<file path="config.mk">
export PLATFORM = sky130hd
export DESIGN_NAME = design_32_result_fifo_flat
export DESIGN_NICKNAME = d
export VERILOG_FILES = /design/src/rtl/design_32_result_fifo_if.sv /design/src/rtl/design_32_result_fifo.sv /design/src/flat_wrapper.sv
export SDC_FILE = /design/constraint.sdc
export NUM_CORES = 1
export LEC_CHECK = 0
export BUFFER_PORTS_ARGS = -buffer_cell sky130_fd_sc_hd__buf_2
export CELL_PAD_IN_SITES_DETAIL_PLACEMENT = 1
export CELL_PAD_IN_SITES_GLOBAL_PLACEMENT = 2
export CORE_MARGIN = 1.5
export CORE_UTILIZATION = 42
export DETAILED_ROUTE_END_ITERATION = 12
export GPL_TIMING_DRIVEN = 1
export PLACE_DENSITY = 0.95
export SYNTH_ARGS = -nofsm -noshare
export SYNTH_HDL_FRONTEND = slang
export SYNTH_SLANG_ARGS = --single-unit
</file>
<file path="constraint.sdc">
create_clock -name clk -period 3.35 [get_ports clk]
set_input_delay 0.8375 -clock clk [delete_from_list [all_inputs] [get_ports clk]]
set_output_delay 0.8375 -clock clk [all_outputs]
set_load 0.02 [all_outputs]
</file>
<file path="src/rtl/design_32_result_fifo_if.sv">
// ---------------------------------------------------------------------------
// design_32_result_fifo_if
//   Handshake bundle between the design_32 producer, the result FIFO and the
//   downstream consumer.
//
//   in_valid  : producer result valid
//   in_data   : producer result word (W bits)
//   out_valid : FIFO head entry available
//   out_ready : consumer accepts the head entry this cycle
//   out_data  : FIFO head entry (W bits)
//
//   modport master : the side that produces results and consumes the FIFO
//                    output (testbench / surrounding datapath)
//   modport slave  : the FIFO itself
// ---------------------------------------------------------------------------
interface design_32_result_fifo_if #(
  parameter int W = 12
);

  logic         in_valid;
  logic [W-1:0] in_data;
  logic         out_valid;
  logic         out_ready;
  logic [W-1:0] out_data;

  modport master (
    output in_valid,
    output in_data,
    output out_ready,
    input  out_valid,
    input  out_data
  );

  modport slave (
    input  in_valid,
    input  in_data,
    input  out_ready,
    output out_valid,
    output out_data
  );

endinterface

</file>
<file path="src/rtl/design_32_result_fifo.sv">
// ---------------------------------------------------------------------------
// design_32_result_fifo
//   Small synchronous FIFO that captures design_32 result words and presents
//   them to a possibly stalling consumer with a show-ahead valid/ready read.
//   Reports occupancy and a sticky overflow flag for words that arrive with
//   no room left.
//
//   Optional build macro: DESIGN_32_RESULT_FIFO_CKSUM_EN
//     defined   : cksum is a running rotate-left-by-1-then-XOR checksum of
//                 every accepted word
//     undefined : cksum is tied to zero, no checksum register exists
//
//   Ports
//     clk      : clock, all state on the rising edge
//     rst_n    : asynchronous active-low reset
//     bus      : handshake bundle (slave modport)
//                  in_valid/in_data   producer side
//                  out_valid/out_ready/out_data consumer side
//     clr      : synchronous flush, overrides push/pop in the same cycle
//     count    : occupancy 0..DEPTH
//     full     : count == DEPTH
//     empty    : count == 0
//     overflow : sticky, a word was dropped since the last clr/reset
//     cksum    : running checksum of accepted words (0 when disabled)
// ---------------------------------------------------------------------------
module design_32_result_fifo #(
  parameter  int W     = 12,
  parameter  int DEPTH = 4,
  localparam int AW    = $clog2(DEPTH)
) (
  input  logic                    clk,
  input  logic                    rst_n,
  design_32_result_fifo_if.slave  bus,
  input  logic                    clr,
  output logic [AW:0]             count,
  output logic                    full,
  output logic                    empty,
  output logic                    overflow,
  output logic [W-1:0]            cksum
);

  localparam logic [AW-1:0] PTR_ONE  = AW'(1);
  localparam logic [AW:0]   CNT_ONE  = (AW+1)'(1);
  localparam logic [AW:0]   CNT_FULL = (AW+1)'(DEPTH);

  // -------------------------------------------------------------------------
  // State
  // -------------------------------------------------------------------------
  logic [W-1:0]  mem_q [DEPTH];

  logic [AW-1:0] rd_ptr_q, rd_ptr_d;
  logic [AW-1:0] wr_ptr_q, wr_ptr_d;
  logic [AW:0]   count_q,  count_d;
  logic          overflow_q, overflow_d;

  logic          pop;
  logic          push;
  logic          drop;
  logic          mem_we;

  // -------------------------------------------------------------------------
  // Status and read side
  // -------------------------------------------------------------------------
  // full/empty come from the occupancy counter so that the pointers can be
  // only AW bits wide and still distinguish full from empty.
  assign full          = (count_q == CNT_FULL);
  assign empty         = (count_q == '0);
  assign count         = count_q;
  assign overflow      = overflow_q;

  assign bus.out_valid = ~empty;
  assign bus.out_data  = mem_q[rd_ptr_q];

  // -------------------------------------------------------------------------
  // Handshake decode
  // -------------------------------------------------------------------------
  // A pop in the same cycle frees a slot, so a full FIFO still accepts a
  // push when the consumer is draining.
  assign pop    = bus.out_valid & bus.out_ready;
  assign push   = bus.in_valid & (~full | pop);
  assign drop   = bus.in_valid & ~push;
  assign mem_we = push & ~clr;

  // -------------------------------------------------------------------------
  // Next-state logic
  // -------------------------------------------------------------------------
  always_comb begin
    rd_ptr_d   = rd_ptr_q;
    wr_ptr_d   = wr_ptr_q;
    count_d    = count_q;
    overflow_d = overflow_q;

    if (clr) begin
      rd_ptr_d   = '0;
      wr_ptr_d   = '0;
      count_d    = '0;
      overflow_d = 1'b0;
    end else begin
      if (push) begin
        wr_ptr_d = wr_ptr_q + PTR_ONE;
      end
      if (pop) begin
        rd_ptr_d = rd_ptr_q + PTR_ONE;
      end

      unique case ({push, pop})
        2'b10:   count_d = count_q + CNT_ONE;
        2'b01:   count_d = count_q - CNT_ONE;
        default: count_d = count_q;
      endcase

      if (drop) begin
        overflow_d = 1'b1;
      end
    end
  end

  // -------------------------------------------------------------------------
  // Registers
  // -------------------------------------------------------------------------
  always_ff @(posedge clk or negedge rst_n) begin
    if (!rst_n) begin
      rd_ptr_q   <= '0;
      wr_ptr_q   <= '0;
      count_q    <= '0;
      overflow_q <= 1'b0;
    end else begin
      rd_ptr_q   <= rd_ptr_d;
      wr_ptr_q   <= wr_ptr_d;
      count_q    <= count_d;
      overflow_q <= overflow_d;
    end
  end

  // Storage is intentionally not reset; out_data is meaningless while empty.
  always_ff @(posedge clk) begin
    if (mem_we) begin
      mem_q[wr_ptr_q] <= bus.in_data;
    end
  end

  // -------------------------------------------------------------------------
  // Optional checksum
  // -------------------------------------------------------------------------
`ifdef DESIGN_32_RESULT_FIFO_CKSUM_EN
  logic [W-1:0] cksum_q, cksum_d;

  always_comb begin
    cksum_d = cksum_q;
    if (clr) begin
      cksum_d = '0;
    end else if (push) begin
      cksum_d = {cksum_q[W-2:0], cksum_q[W-1]} ^ bus.in_data;
    end
  end

  always_ff @(posedge clk or negedge rst_n) begin
    if (!rst_n) begin
      cksum_q <= '0;
    end else begin
      cksum_q <= cksum_d;
    end
  end

  assign cksum = cksum_q;
`else
  assign cksum = '0;
`endif

endmodule

</file>
<file path="src/flat_wrapper.sv">
// flat-port wrapper written by rule: the top's interface ports become plain ports
module design_32_result_fifo_flat 
#(
  parameter  int W     = 12,
  parameter  int DEPTH = 4,
  localparam int AW    = $clog2(DEPTH)
)
  (clk, rst_n, clr, count, full, empty, overflow, cksum, bus_in_valid, bus_in_data, bus_out_ready, bus_out_valid, bus_out_data);
  design_32_result_fifo_if #(.W(W)) bus_i ();
  input  logic clk;
  input  logic rst_n;
  input  logic clr;
  output logic [AW:0] count;
  output logic full;
  output logic empty;
  output logic overflow;
  output logic [W-1:0] cksum;
  input wire logic [$bits(bus_i.in_valid)-1:0] bus_in_valid;
  input wire logic [$bits(bus_i.in_data)-1:0] bus_in_data;
  input wire logic [$bits(bus_i.out_ready)-1:0] bus_out_ready;
  output wire logic [$bits(bus_i.out_valid)-1:0] bus_out_valid;
  output wire logic [$bits(bus_i.out_data)-1:0] bus_out_data;
  assign bus_i.in_valid = bus_in_valid;
  assign bus_i.in_data = bus_in_data;
  assign bus_i.out_ready = bus_out_ready;
  assign bus_out_valid = bus_i.out_valid;
  assign bus_out_data = bus_i.out_data;
  design_32_result_fifo #(.W(W), .DEPTH(DEPTH)) u_core (.clk(clk), .rst_n(rst_n), .bus(bus_i), .clr(clr), .count(count), .full(full), .empty(empty), .overflow(overflow), .cksum(cksum));
endmodule
</file>
==> results of run 1 <==
==> where the power goes <==
part           internal (uW)  switching (uW)  leakage [uW]
logic                   92.3             135      0.000401
clock network            147             206     0.0000412
registers                781            26.5      0.000544
==> area by class of cell <==
class | count | share of cell area (%)
flip-flops and latches | 56 | 60.74
multi-input cells | 73 | 25.32
repair buffers | 36 | 6.759
well taps | 72 | 3.333
clock buffers | 6 | 2.685
inverters | 5 | 0.6944
clock inverters | 2 | 0.4630
==> Yosys cell counts, drive strengths merged, types with 2 or more instances <==
cell type / count / area, um^2
edfxtp: 48 / 1441
buf: 21 / 141.4
mux4: 12 / 270.3
dfrtp: 8 / 200.2
and2: 5 / 31.28
inv: 5 / 18.77
ha: 4 / 50.05
nor2: 4 / 15.01
o21ai: 4 / 20.02
a21oi: 3 / 15.01
nand2b: 3 / 18.77
a211oi: 2 / 15.01
a31oi: 2 / 12.51
mux2i: 2 / 20.02
nor4b: 2 / 23.77
or3: 2 / 12.51
xor2: 2 / 17.52
==> per-stage QoR <==
stage / util [%] / worst slack [ns] / std cells / hold WS, ns
CTS: 48.48 / 0.7217 / 250 / 0.3677
floorplan: - / 1.004 / 155 / 0.5419
global route: 48.48 / 0.6546 / 250 / 0.3600
global placement: 46.96 / 0.9284 / 242 / 0.4829
finish: 48.48 / 0.7641 / 250 / 0.3639
detailed placement: 46.96 / 0.7826 / 242 / 0.5087
==> kinds of logic after synthesis <==
group,after synthesis,synth area share (%)
AOI/OAI and AO/OA,17,4.606
xor gates and xnor gates,2,0.7166
adders and majority gates,5,2.866
buffers and inverters,26,6.551
DFF,56,67.14
muxes,14,11.87
other,1,0.1534
and+or+nand+nor,23,6.090
==> critical path, cell delays in order, from the launching register on <==
cell,delay (ns)
dfrtp_1,0.43
buf_4,0.30
mux4_2,0.55
buf_2,0.18
==> state kept, by name, summed over array words and instances (netlist names) <==
register	count
u_core.count	3
u_core.mem_q	48
u_core.overflow	1
u_core.wr_ptr_q	2
u_core.rd_ptr_q	2
==> per-layer routing <==
layer	part of all wire [%]	global-route usage (%)	up-vias
met5	0	0	-
met4	2.2	6.140	0
met3	5.1	4.023	12
met2	52	29.06	43
met1	41	18.89	652
li1	-	-	592
==> worst paths after layout <==
check	to	cells after the start	from
setup / recovery	bus_out_data[9]	3	u_core.rd_ptr_q[0]
hold / removal	u_core.overflow	1	rst_n
setup reg to reg	u_core.count[2]	6	u_core.count[1]
hold reg to reg	u_core.overflow	2	u_core.overflow
max in group asynchronous	u_core.wr_ptr_q[0]	1	rst_n
min in group clk	u_core.overflow	2	u_core.overflow
==> flow_summary.ini, run 1 <==
[layout]
final_cell_mix = 48 x edfxtp_1, 35 x buf_2, 12 x mux4_2, 12 x conb_1, 8 x dfrtp_1
register_area_um2 = 1642
syn_to_final_growth_pct = 10.54
multi_input_area_um2 = 684.4
drive_gt1_share_pct = 32.02
finalInstanceArea_um2 = 2703
final_common_cell = edfxtp_1
num_antenna_cells = 0
fillers = 557
nNetsFinal = 199

[cts]
cts.sinks = 56
cts_resized = 0
ctsHoldBuffers = 0
clockBufferDepth = 2
cts-root-buf = clkbuf_8
cts_buffers = 5
cts_tree = done
path_clk_slew_ns = 0.09
cts-htree-levels = 2
post_cts_buffers = 0
insertion_delay_ns = 0.31

[synth]
syn_avg_cell_area_um2 = 16.98
postSynth.asyncResetShare_pct = 14.29
synth_area_um2 = 2445
synth_ff_type = edfxtp_1
ys_seq_elements = 56
yosysWarnings = 0
seq_area_frac_synth_pct = 67.14
synth_edf_count = 48
syn_inst = 144
yosys.cell_types.count = 35

[power]
power.density_nw_per_um2 = 513.2
vdd_ir_drop_max_mv = 0.1750
finalPower_uw = 1387
leakagePower_uw = 0.0009864

[placed_design]
gp_congestion = 0.7562
dp.final_hpwl_um = 3426
dpl-instance-area_um2 = 2618
portBuffers = 35

[timing]
tightest_slew_ns = 0.6585
final.setup.tns_ns = 0
fin_crit_ns = 2.586
finalSetupViolations = 0
skew_ns = 0.005321
hold_viol = 0
slew_violations = 0
relSlewSlack_pct = 56.10
fmax_mhz = 386.7
grt_setup_unrepaired = false
fin_crit_sh_pct = 77.19

[worst_setup_path]
cp-end-kind = output port
crit_fanout = 12
cp-start-kind = flip-flop
cp.arrival_ns = 1.75
r2r_setup_slack_ns = 0.95
path_class = flip-flop to output port
worstPathRequired_ns = 2.51

[detailed_routing]
wirelength_um = 4693
ant_nets = 0
vias_per_cell = 5.196
vias = 1299
drtPass1Iterations = 4
wl_per_cell_um = 18.77
route.detailed.drc = 0
drt_iter0_markers = 55

[floorplan]
die_x_um = 79.30
die_y_um = 79.30
boundaryPins = 48
die_area_um2 = 6288
initial_core_util_pct = 43.86
core_area_um2 = 5574
num_rows = 27

[run]
maxCapViolCount = 0

[global_routing]
grt_overflow_total = 0
grt_usage_pct = 16.31
grt_pass1_vias = 1482
grt_pass1_wl_um = 7527
antenna_found_initial = 0
grt_max_degree = 18

[worst_hold_path]
hp-class = input pin to asynchronous set/reset pin

[status]
status = finished, final reports clean
Note: power is estimated with default switching activity, not from simulation.
==> run 2: changes to the inputs <==
Settings changed: CORE_UTILIZATION 42 to 35, PLACE_DENSITY 0.95 to 0.86.
Clock period 3.35 ns to 2.1 ns, I/O delays scaled along.
==> run 2 against run 1 <==
Against the previous run:
- the run now ends with negative setup slack left
- utilization down 4.1 points
- non-clock buffer count rose by 13
- die area grew 19%
- cell area is 11% higher
- power up 87%
- worst setup slack worse by 0.77 ns
- critical path depth unchanged
- first-iteration DRC count is 25% lower
- clock-buffer cell count decreased by 1
- global-route usage is 3.0 points lower
- combinational power rose by 110%
- sequential power grew 59%
- critical endpoint is now bus_out_data[7]
==> flow_summary.ini, run 2 (same netlist as run 1, synthesis figures left out) <==
[timing]
tightest_slew_ns = 0.6443
fin_crit_ns = 2.109
final.setup.tns_ns = -0.03638
fin_crit_sh_pct = 100.4
skew_ns = 0.009997
slew_violations = 0
finalSetupViolations = 9
fmax_mhz = 474.3
grt_setup_unrepaired = true
post-route-worst-setup-slack_ns = -0.008558
relSlewSlack_pct = 57.04
hold_viol = 0

[global_routing]
grt_pass1_wl_um = 7224
antenna_found_initial = 1
grt_pass1_vias = 1429
grt_overflow_total = 0
grt_max_degree = 19
grt_usage_pct = 13.27

[layout]
fillers = 663
drive_gt1_share_pct = 40.31
top_register = u_core.mem_q
num_antenna_cells = 0
multi_input_area_um2 = 700.7
register_area_um2 = 1647
final_common_cell = edfxtp_1
largest_reg_flops = 48
nNetsFinal = 212
final_cell_mix = 48 x edfxtp_1, 23 x buf_2, 14 x buf_6
finalInstanceArea_um2 = 2997
syn_to_final_growth_pct = 22.57

[detailed_routing]
drtPass1Iterations = 4
ant_nets = 0
vias_per_cell = 4.915
wirelength_um = 4601
wl_per_cell_um = 16.98
vias = 1332
drt_iter0_markers = 41
route.detailed.drc = 0

[run]
maxCapViolCount = 0

[floorplan]
boundaryPins = 48
core_area_um2 = 6756
initial_core_util_pct = 36.19
num_rows = 30
die_x_um = 86.58
die_area_um2 = 7495
die_y_um = 86.58

[placed_design]
place_ws_ns = 0.04385
portBuffers = 35
gp_congestion = 0.7795
dp.final_hpwl_um = 3254
dpl-instance-area_um2 = 2734

[power]
vdd_ir_drop_max_mv = 0.3091
leakagePower_uw = 0.001109
power.density_nw_per_um2 = 863.2

[status]
status = finished with violations
violations = negative setup slack

[cts]
cts-root-buf = clkbuf_8
cts.sinks = 56
clockBufferDepth = 2
path_clk_slew_ns = 0.09
insertion_delay_ns = 0.31
cts_tree = done
cts-htree-levels = 2
cts_buffers = 5

[worst_setup_path]
crit_slowest_cell = mux4_2
path_class = flip-flop to output port
cp-end-kind = output port
path_cells = buf_12, mux4_2, buf_6
crit_fanout = 6
path_buf_inv = 2
cp-start-kind = flip-flop
cpLargestDelayFamily = multiplexers
cpPeakStageDelay_ns = 0.53
cp.arrival_ns = 1.58
worstPathRequired_ns = 1.57

[worst_hold_path]
hp-class = input pin to asynchronous set/reset pin
## run 2: cell count changes in the layout (fill, tap and decap cells not counted), moves of 2 or more
cell       before  now
buf_2          35   23
buf_4           1   10
buf_6           0   14
bufinv_16       0    2
dfrtp_1         8    4
dfrtp_2         0    4
## run 2: where the power goes
part           switching (uW)  internal, uW
clock network             344           480
registers                28.3          1250
logic                     249           238
## run 2: metrics by stage
stage	hold WS, ns	instances	power (uW)	utilization, %
2_1_floorplan	0.2294	155	1590	-
5_1_grt	0.04845	271	2686	44.35
4_1_cts	0.04037	269	2539	42.61
3_3_place_gp	0.3849	260	1703	40.46
3_5_place_dp	0.3804	260	1714	40.46
6_report	0.04497	271	2587	44.35
## run 2: worst paths after layout
check	from	end	slack (ns)	cells past startpoint
max in group asynchronous	rst_n	u_core.rd_ptr_q[0]	1.87	1
min in group clk	bus_in_data[2]	u_core.mem_q[1][2]	0.43	1
worst max-delay path	u_core.rd_ptr_q[0]	bus_out_data[7]	-0.009	3
worst max register to register	u_core.count[1]	u_core.count[2]	0.13	6
worst min-delay path	rst_n	u_core.overflow	0.04	1
worst min register to register	u_core.overflow	u_core.overflow	0.50	2
## run 2: area by class of cell
cell class,count,area share (%)
Inverter,5,0.6263
Clock buffer,5,2.296
Timing Repair Buffer,49,13.11
Multi-Input combinational cell,73,23.38
Clock inverter,3,2.296
Tap cell,80,3.340
Sequential cell,56,54.95
## run 2: per-layer routing
metal / wire length (um) / track usage, % / vias to the layer above
li1: - / - / 623
met1: 1953 / 15.72 / 672
met2: 2331 / 22.44 / 30
met3: 229 / 4.286 / 7
met4: 87 / 5.279 / 0
met5: 0 / 0 / -
## run 2: timing repair
item	in CTS	in global routing
gates cloned	0	1
hold buffers	0	0
buffers inserted	1	1
endpoints found under the setup margin	12	19
resized for setup	0	28
endpoints found under the hold margin	0	0
